--- src/rtl/load_store_unit.sv ---
// RV32I load/store unit in front of a word-wide, combinationally read data memory.
// Optional MISALIGN_TRAP_EN: reject misaligned H/W accesses instead of aligning them down.
module load_store_unit #(
  parameter int unsigned WORD_ADDR_BITS = 5
) (
  input  logic        I_clk,
  input  logic        I_rst,
  input  logic        I_req,
  output logic        O_ready,
  input  logic        I_we,
  input  logic [2:0]  I_funct3,
  input  logic [31:0] I_addr,
  input  logic [31:0] I_wdata,
  output logic [31:0] O_rdata,
  output logic        O_done,
  output logic        O_misaligned,
  output logic        O_mem_memrw,
  output logic [31:0] O_mem_address,
  output logic [31:0] O_mem_data,
  input  logic [31:0] I_mem_data
);

  localparam int unsigned IDX_MSB = WORD_ADDR_BITS + 1;

  typedef enum logic [1:0] {S_IDLE, S_RD, S_WR, S_RESP} state_e;

  state_e      state_q, state_d;
  logic        ready_q, ready_d;
  logic        done_q, done_d;
  logic        mis_q, mis_d;
  logic        memrw_q, memrw_d;
  logic [31:0] rdata_q, rdata_d;
  logic [31:0] mem_addr_q, mem_addr_d;
  logic [31:0] mem_data_q, mem_data_d;
  logic        we_q, we_d;
  logic [2:0]  f3_q, f3_d;
  logic [1:0]  off_q, off_d;
  logic [31:0] wdata_q, wdata_d;

  logic [31:0] req_addr_c;
  logic        legal_c;
  logic        misalign_c;
  logic        unused_addr_c;

  // Select, shift down and extend the addressed lane of a read word.
  function automatic logic [31:0] extract(input logic [31:0] word, input logic [2:0] f3,
                                          input logic [1:0] off);
    logic [31:0] lane;
    lane = word >> {off, 3'b000};
    case (f3)
      3'b000:  return {{24{lane[7]}}, lane[7:0]};
      3'b001:  return {{16{lane[15]}}, lane[15:0]};
      3'b100:  return {24'h000000, lane[7:0]};
      3'b101:  return {16'h0000, lane[15:0]};
      default: return lane;
    endcase
  endfunction

  // Replace one byte/half lane of the read word with store data.
  function automatic logic [31:0] merge(input logic [31:0] word, input logic [31:0] wdata,
                                        input logic [2:0] f3, input logic [1:0] off);
    logic [31:0] mask;
    mask = f3[0] ? 32'h0000FFFF : 32'h000000FF;
    return (word & ~(mask << {off, 3'b000})) | ((wdata & mask) << {off, 3'b000});
  endfunction

  always_comb begin
    case (I_funct3[1:0])
      2'b01:   req_addr_c = {I_addr[31:1], 1'b0};
      2'b10:   req_addr_c = {I_addr[31:2], 2'b00};
      default: req_addr_c = I_addr;
    endcase
  end

  assign legal_c = I_we ? (I_funct3 == 3'b000 || I_funct3 == 3'b001 || I_funct3 == 3'b010)
                        : (I_funct3 != 3'b011 && I_funct3[2:1] != 2'b11);

`ifdef MISALIGN_TRAP_EN
  assign misalign_c = (I_funct3[1:0] == 2'b01 && I_addr[0]) ||
                      (I_funct3[1:0] == 2'b10 && I_addr[1:0] != 2'b00);
`else
  assign misalign_c = 1'b0;
`endif

  assign unused_addr_c = ^{I_addr[31:IDX_MSB+1], req_addr_c[31:IDX_MSB+1]};

  always_ff @(posedge I_clk) begin
    if (I_rst) begin
      state_q    <= S_IDLE;
      ready_q    <= 1'b1;
      done_q     <= 1'b0;
      mis_q      <= 1'b0;
      memrw_q    <= 1'b0;
      rdata_q    <= 32'h0;
      mem_addr_q <= 32'h0;
      mem_data_q <= 32'h0;
      we_q       <= 1'b0;
      f3_q       <= 3'b000;
      off_q      <= 2'b00;
      wdata_q    <= 32'h0;
    end else begin
      state_q    <= state_d;
      ready_q    <= ready_d;
      done_q     <= done_d;
      mis_q      <= mis_d;
      memrw_q    <= memrw_d;
      rdata_q    <= rdata_d;
      mem_addr_q <= mem_addr_d;
      mem_data_q <= mem_data_d;
      we_q       <= we_d;
      f3_q       <= f3_d;
      off_q      <= off_d;
      wdata_q    <= wdata_d;
    end
  end

  // Next state and registered outputs; write strobe only ever raised on entry to WR.
  always_comb begin
    state_d    = state_q;
    done_d     = 1'b0;
    mis_d      = 1'b0;
    memrw_d    = 1'b0;
    rdata_d    = rdata_q;
    mem_addr_d = mem_addr_q;
    mem_data_d = mem_data_q;
    we_d       = we_q;
    f3_d       = f3_q;
    off_d      = off_q;
    wdata_d    = wdata_q;

    case (state_q)
      S_IDLE: begin
        if (I_req) begin
          we_d    = I_we;
          f3_d    = I_funct3;
          off_d   = req_addr_c[1:0];
          wdata_d = I_wdata;
          if (!legal_c) begin
            state_d = S_RESP;
            done_d  = 1'b1;
            rdata_d = 32'h0;
          end else if (misalign_c) begin
            state_d = S_RESP;
            done_d  = 1'b1;
            mis_d   = 1'b1;
          end else begin
            mem_addr_d = 32'(req_addr_c[IDX_MSB:2]);
            if (I_we && I_funct3[1:0] == 2'b10) begin
              state_d    = S_WR;
              memrw_d    = 1'b1;
              mem_data_d = I_wdata;
            end else begin
              state_d = S_RD;
            end
          end
        end
      end
      S_RD: begin
        if (we_q) begin
          state_d    = S_WR;
          memrw_d    = 1'b1;
          mem_data_d = merge(I_mem_data, wdata_q, f3_q, off_q);
        end else begin
          state_d = S_RESP;
          done_d  = 1'b1;
          rdata_d = extract(I_mem_data, f3_q, off_q);
        end
      end
      S_WR: begin
        state_d = S_RESP;
        done_d  = 1'b1;
      end
      default: state_d = S_IDLE;
    endcase

    ready_d = (state_d == S_IDLE);
  end

  assign O_ready       = ready_q;
  assign O_done        = done_q;
  assign O_misaligned  = mis_q;
  assign O_mem_memrw   = memrw_q;
  assign O_rdata       = rdata_q;
  assign O_mem_address = mem_addr_q;
  assign O_mem_data    = mem_data_q;

endmodule

--- config.mk ---
export PLATFORM = sky130hd
export DESIGN_NAME = load_store_unit
export DESIGN_NICKNAME = d
export VERILOG_FILES = /design/src/rtl/load_store_unit.sv
export SDC_FILE = /design/constraint.sdc
export NUM_CORES = 1
export LEC_CHECK = 0
export ABC_AREA = 1
export BUFFER_PORTS_ARGS = -buffer_cell sky130_fd_sc_hd__buf_2
export CORE_MARGIN = 3
export CORE_UTILIZATION = 40
export CTS_BUF_LIST = sky130_fd_sc_hd__clkbuf_4 sky130_fd_sc_hd__clkbuf_8
export DETAILED_ROUTE_END_ITERATION = 8
export MAX_ROUTING_LAYER = met4
export PLACE_DENSITY_LB_ADDON = 0.12
export SYNTH_ARGS = -nofsm -noshare
export SYNTH_HDL_FRONTEND = slang
export SYNTH_SLANG_ARGS = --single-unit
--- constraint.sdc ---
create_clock -name I_clk -period 2.19 [get_ports I_clk]
set_clock_uncertainty 0.15 [all_clocks]
set_input_delay 0.438 -clock I_clk [delete_from_list [all_inputs] [get_ports I_clk]]
set_output_delay 0.438 -clock I_clk [all_outputs]
set_load 0.01 [all_outputs]
### After elaboration in Yosys (flattened, before gate mapping)

Cells that the tools add are included.
W data, S select, Z words.

| word-level totals | value |
|---|---|
| flip-flop bits (word level) | 112 |
| latch bits | 0 |
| bits in writable memories | 0 |
| bits in read-only memories | 0 |
| input port bits | 103 |
| output and inout bits | 100 |
| logic and storage cells | 75 |
| memories | 0 |

| cells by class | value |
|---|---|
| add/subtract/negate cells | 0 |
| multiply operators | 0 |
| div/mod/pow operators | 0 |
| magnitude comparators | 0 |
| equality and inequality tests | 17 |
| shifts and indexed selects | 3 |
| multiplexer cells | 27 |
| bitwise gates (word level) | 4 |
| reduce and logical (&&, ||, !) cells | 13 |

Operators by type and width:

| cell | count |
|---|---|
| $mux W32 | 7 |
| $pmux W32 S2 | 2 |
| $pmux W32 S4 | 1 |
| $and A32 B16 Y32 | 1 |
| $and A32 B32 Y32 | 1 |
| $not A32 Y32 | 1 |
| $or A32 B32 Y32 | 1 |
| $shl A16 B5 Y32 | 1 |
| $shl A32 B5 Y32 | 1 |
| $shr A32 B5 Y32 | 1 |
| $mux W16 | 1 |
| $ne A2 B2 Y1 const B | 7 |
| $mux W1 | 9 |
| $eq A3 B1 Y1 const B | 2 |
| $eq A3 B3 Y1 const B | 2 |
| $logic_not A3 Y1 | 2 |
| $mux W2 | 3 |
| $pmux W2 S3 | 1 |
| $reduce_and A5 Y1 | 1 |
| $eq A2 B1 Y1 const B | 2 |
| $eq A2 B2 Y1 const B | 2 |
| $logic_not A2 Y1 | 2 |
| $pmux W2 S2 | 1 |
| $reduce_and A4 Y1 | 1 |
| 9 further kinds | 11 |

### Longest topological paths before layout

| depth | value |
|---|---|
| word-level depth | 8 |
| depth in mapped cells | 12 |
| depth with buffers taken out | 11 |

### Worst setup path after synthesis

Ideal clock, no wire load.

| path | value |
|---|---|
| path kind | input-to-reg |
| start | input port I_funct3[0] |
| end | register mem_data_q[10], in the netlist O_mem_data[10] |
| setup time | 65 ps |
| arrival time | 1631 ps |
| required time | 1975 ps |
| slack | 344 ps |
| cell stages on the path | 12 |
| path buffers | 1 |
| cell sequence | inv_1 ha_1 nor2_1 nand2_1 nand2_1 nand2_1 nand2_1 nand2_1 nand3_1 buf_1 nor2_1 nor2_1 |

| on the way | value |
|---|---|
| cells in the longest elaborated chain, start to end | 6 |
| elaborated cells on any way between the ends | 13 |
| those cells by class | eq/ne (6); mux (1); reduce/logical (6) |

RTL lines:

| item | line | RTL |
|---|---|---|
| start: declaration | 11 | `input logic [2:0] I_funct3,` |
| $eq A3 B1 Y1 or $logic_not A3 Y1 (tied branches) | 75 | `assign legal_c = I_we ? (I_funct3 == 3'b000 \|\| I_funct3 == 3'b001 \|\| I_funct3 == 3'b010)` |
| $logic_or A1 B1 Y1 (2 in a row) | 75 |  |
| $mux W1 | 75 |  |
| $ne A2 B2 Y1 (no line) | - |  |
| $reduce_and A5 Y1 (no line) * | - |  |
| end signal: assignment | 109 | `mem_data_q <= mem_data_d;` |
| end: declaration | 34 | `logic [31:0] mem_data_q, mem_data_d;` |

Every way passes the cells marked *; elsewhere a longest branch is shown, timed or not.
A chain may end at the register's enable or synchronous reset.

### Final worst setup path

| path | value |
|---|---|
| start | register state_q[1] |
| end | register rdata_q[24], in the netlist O_rdata[24] |

| on the way | value |
|---|---|
| cells in the longest elaborated chain, start to end | 3 |
| elaborated cells on any way between the ends | 8 |
| those cells by class | eq/ne (4); mux (1); reduce/logical (3) |

RTL lines:

| item | line | RTL |
|---|---|---|
| start: declaration | 27 | `state_e state_q, state_d;` |
| start signal: assignment | 102 | `state_q <= state_d;` |
| $eq A2 B1 Y1 or $logic_not A2 Y1 (tied branches) | 131 | `case (state_q)` |
| $ne A2 B2 Y1 (no line) or $reduce_bool A2 Y1 (tied branches) | - |  |
| $reduce_and A4 Y1 (no line) | - |  |
| end signal: assignment | 107 | `rdata_q <= rdata_d;` |
| end: declaration | 32 | `logic [31:0] rdata_q, rdata_d;` |

Several ways; a longest one is shown, not always the timed one.

==> results.cfg <==
[global_routing]
grt_pass1_vias = 4828
grt_pass1_wl_mm = 25.0
grt_use_total = 0.228
gr-total-overflow = 0
grt_start_max_net_pins = 39
antenna_found_initial = 1

[setup_path]
cp_max_fo = 32
r2r_cells = 9
reg2reg_to = O_rdata[24]
path_class = flip-flop to flip-flop
r2r-start = state_q[1]
r2r_setup_slack_ns = 0.23
startpoint = state_q[1]
start_kind = flip-flop
critPathArrivalTime_ns = 2.12
critical_path.endpoint_type = flip-flop
crit_required_ns = 2.35

[synth]
synth_area_leader_cell = dfxtp_1
ys_seq_area_frac = 0.369
syn_area_sq_um = 5210
synth.distinct_cells = 33
synth_top_area_share = 0.369
synth.area.top_cells = dfxtp_1, nand2_1, a21oi_1, o21ai_0, buf_4
postSynthCellCount = 786
synth.most_common_cell = nand2_1
syn_area_per_cell_sq_um = 6.63
ys_seq_elements = 96
synthArstFlopShare = 0
synth_edf_count = 0
synth_warnings = 0
yosys-top-cells-count = nand2_1, dfxtp_1, a21oi_1, o21ai_0, nor2_1
ys.flop_type = dfxtp_1

[routing]
viasPerCell = 4.88
wire_per_inst_microns = 14.7
route.detailed.drc = 0
routed_wl_mm = 16.1
initialDrtViolationCount = 275
postRouteAntennaNets = 0
vias = 5353
dr.pass1.iters = 4

[power_and_ir_drop]
p_comb_frac = 0.501
power_density_nw_per_um2 = 1170
clkPwrFrac = 0.157
peakVddDrop_mv = 0.502
switchingPower_mw = 3.28
p_int_mw = 4.00
total_leakage_power_nw = 2.98
p_seq_frac = 0.342
switching_share = 0.451

[sta]
slew_viol_final = 0
tns_ns = 0
period_share = 0.896
hold_viol = 0
rsz0062_at_grt = false
fmax_ghz = 0.509
finalSetupViolCount = 0
layout_min_cycle_time_ns = 1.96
whs_ns = 0.136

[layout]
n_fill_cell = 1442
fin_area_sq_um = 6240
drive_gt1_frac = 0.231
seqCellArea_sq_um = 1920
area_growth_pct = 19.7
multiInputGateArea_sq_um = 2740
final_core_util = 0.492
nets = 1031

[cts]
numCtsBuffers = 9
clk_latency_ns = 0.39
hold_buffers = 0
cts_resized = 0
cts.clk_slew.worst_paths_ns = 0.10
cts_buffer_depth = 2
cts_setup_buffers = 0
cts.sinks = 96
clock-root-buffer = clkbuf_8
cts_tree = yes
h-tree-depth = 3

[floorplanning]
fp.dieH_microns = 120
initial_core_util = 0.411
io_pins = 203
core_area_sq_um = 12700
die_w_microns = 120
die-area_sq_um = 14400
num_rows = 41

[run_status]
status = complete, no violations

[min_path]
min_path_cells = 3
min_to = wdata_q[11]
hp-start = I_wdata[11]
hp-class = input port to flip-flop

[placed_design]
port_buffers = 149
dp_hpwl_mm = 12.7
dpl_cell_area_sq_um = 6050
gp_congestion = 0.919

[run]
cap_violations = 0
==> power by group through the flow <==
stage | combinational, mW | clock (mW) | sequential, mW
detailed placement | 3.65 | 0 | 2.53
global placement | 3.64 | 0 | 2.52
finish | 3.65 | 1.14 | 2.49
global route | 4.10 | 1.24 | 2.55
CTS | 3.66 | 1.17 | 2.49
floorplan | 2.39 | 0 | 2.65
==> cells in the final DEF, fill, tap and decap left out, types with 12 or more instances in the layout <==
master and count:
buf_4 19, o21ai_1 41, conb_1 28, o21ai_0 74, dfxtp_1 96, a21oi_1 84, inv_1 46, buf_2 149
nand2_1 200, clkbuf_8 12, nand3_1 34, nor2_1 72
==> worst max path at each step <==
stage	to	slack (ns)	depth (start not counted)
detailed placement	O_mem_data[15]	0.10	13
CTS	O_rdata[24]	0.21	9
global route	O_rdata[4]	0.03	9
floorplan	O_mem_data[10]	0.34	12
global placement	O_mem_data[23]	0.11	13
finish	O_rdata[24]	0.23	9
==> critical path: stages, from the launching register on <==
cell     delay, ns
dfxtp_1       0.37
inv_1         0.08
ha_1          0.23
inv_1         0.18
o21ai_2       0.09
and2_1        0.15
nand2_2       0.09
buf_4         0.31
nand2_1       0.08
a21oi_1       0.16
==> routing by layer <==
layer  vias up  GRT usage  wire (microns)
met5         -          -               0
met4         0     0.0795             337
met3        23     0.0306             850
met2       158      0.351            7410
met1      2400      0.308            7520
li1       2772          -               -
==> flip-flops by register name, indices dropped and copies added (netlist names) <==
| name | cells |
|---|---|
| f3_q | 3 |
| wdata_q | 16 |
| O_mem_memrw | 1 |
| O_mem_address | 5 |
| O_mem_data | 32 |
| O_rdata | 32 |
| O_ready | 1 |
| state_q | 2 |
| we_q | 1 |
| O_done | 1 |
| off_q | 2 |
==> kinds of logic (layout without fill, tap and decap cells) <==
group	after synthesis	count (layout)	synth area share
simple gates	332	332	0.262
other cells	1	29	0.000720
flops	96	96	0.369
compound gates	221	221	0.226
fa+ha+maj	8	8	0.0192
buf+inv	128	239	0.124
==> area by class of cell <==
cell class,instances,area share
multi-input cells,589,0.440
flip-flops and latches,96,0.308
repair buffers,172,0.155
well taps,172,0.0345
inverters,52,0.0317
clock buffers,13,0.0277
clock inverters,2,0.00221
diodes,1,0.000401
==> per-stage QoR <==
stage               cells  total power, mW  setup slack (ns)
floorplan             813             5.05             0.344
global placement     1081             6.17             0.110
detailed placement   1081             6.17             0.104
CTS                  1096             7.32             0.208
global route         1097             7.89            0.0256
finish               1097             7.28             0.227
No activity file was read; power rests on OpenSTA's default activity.
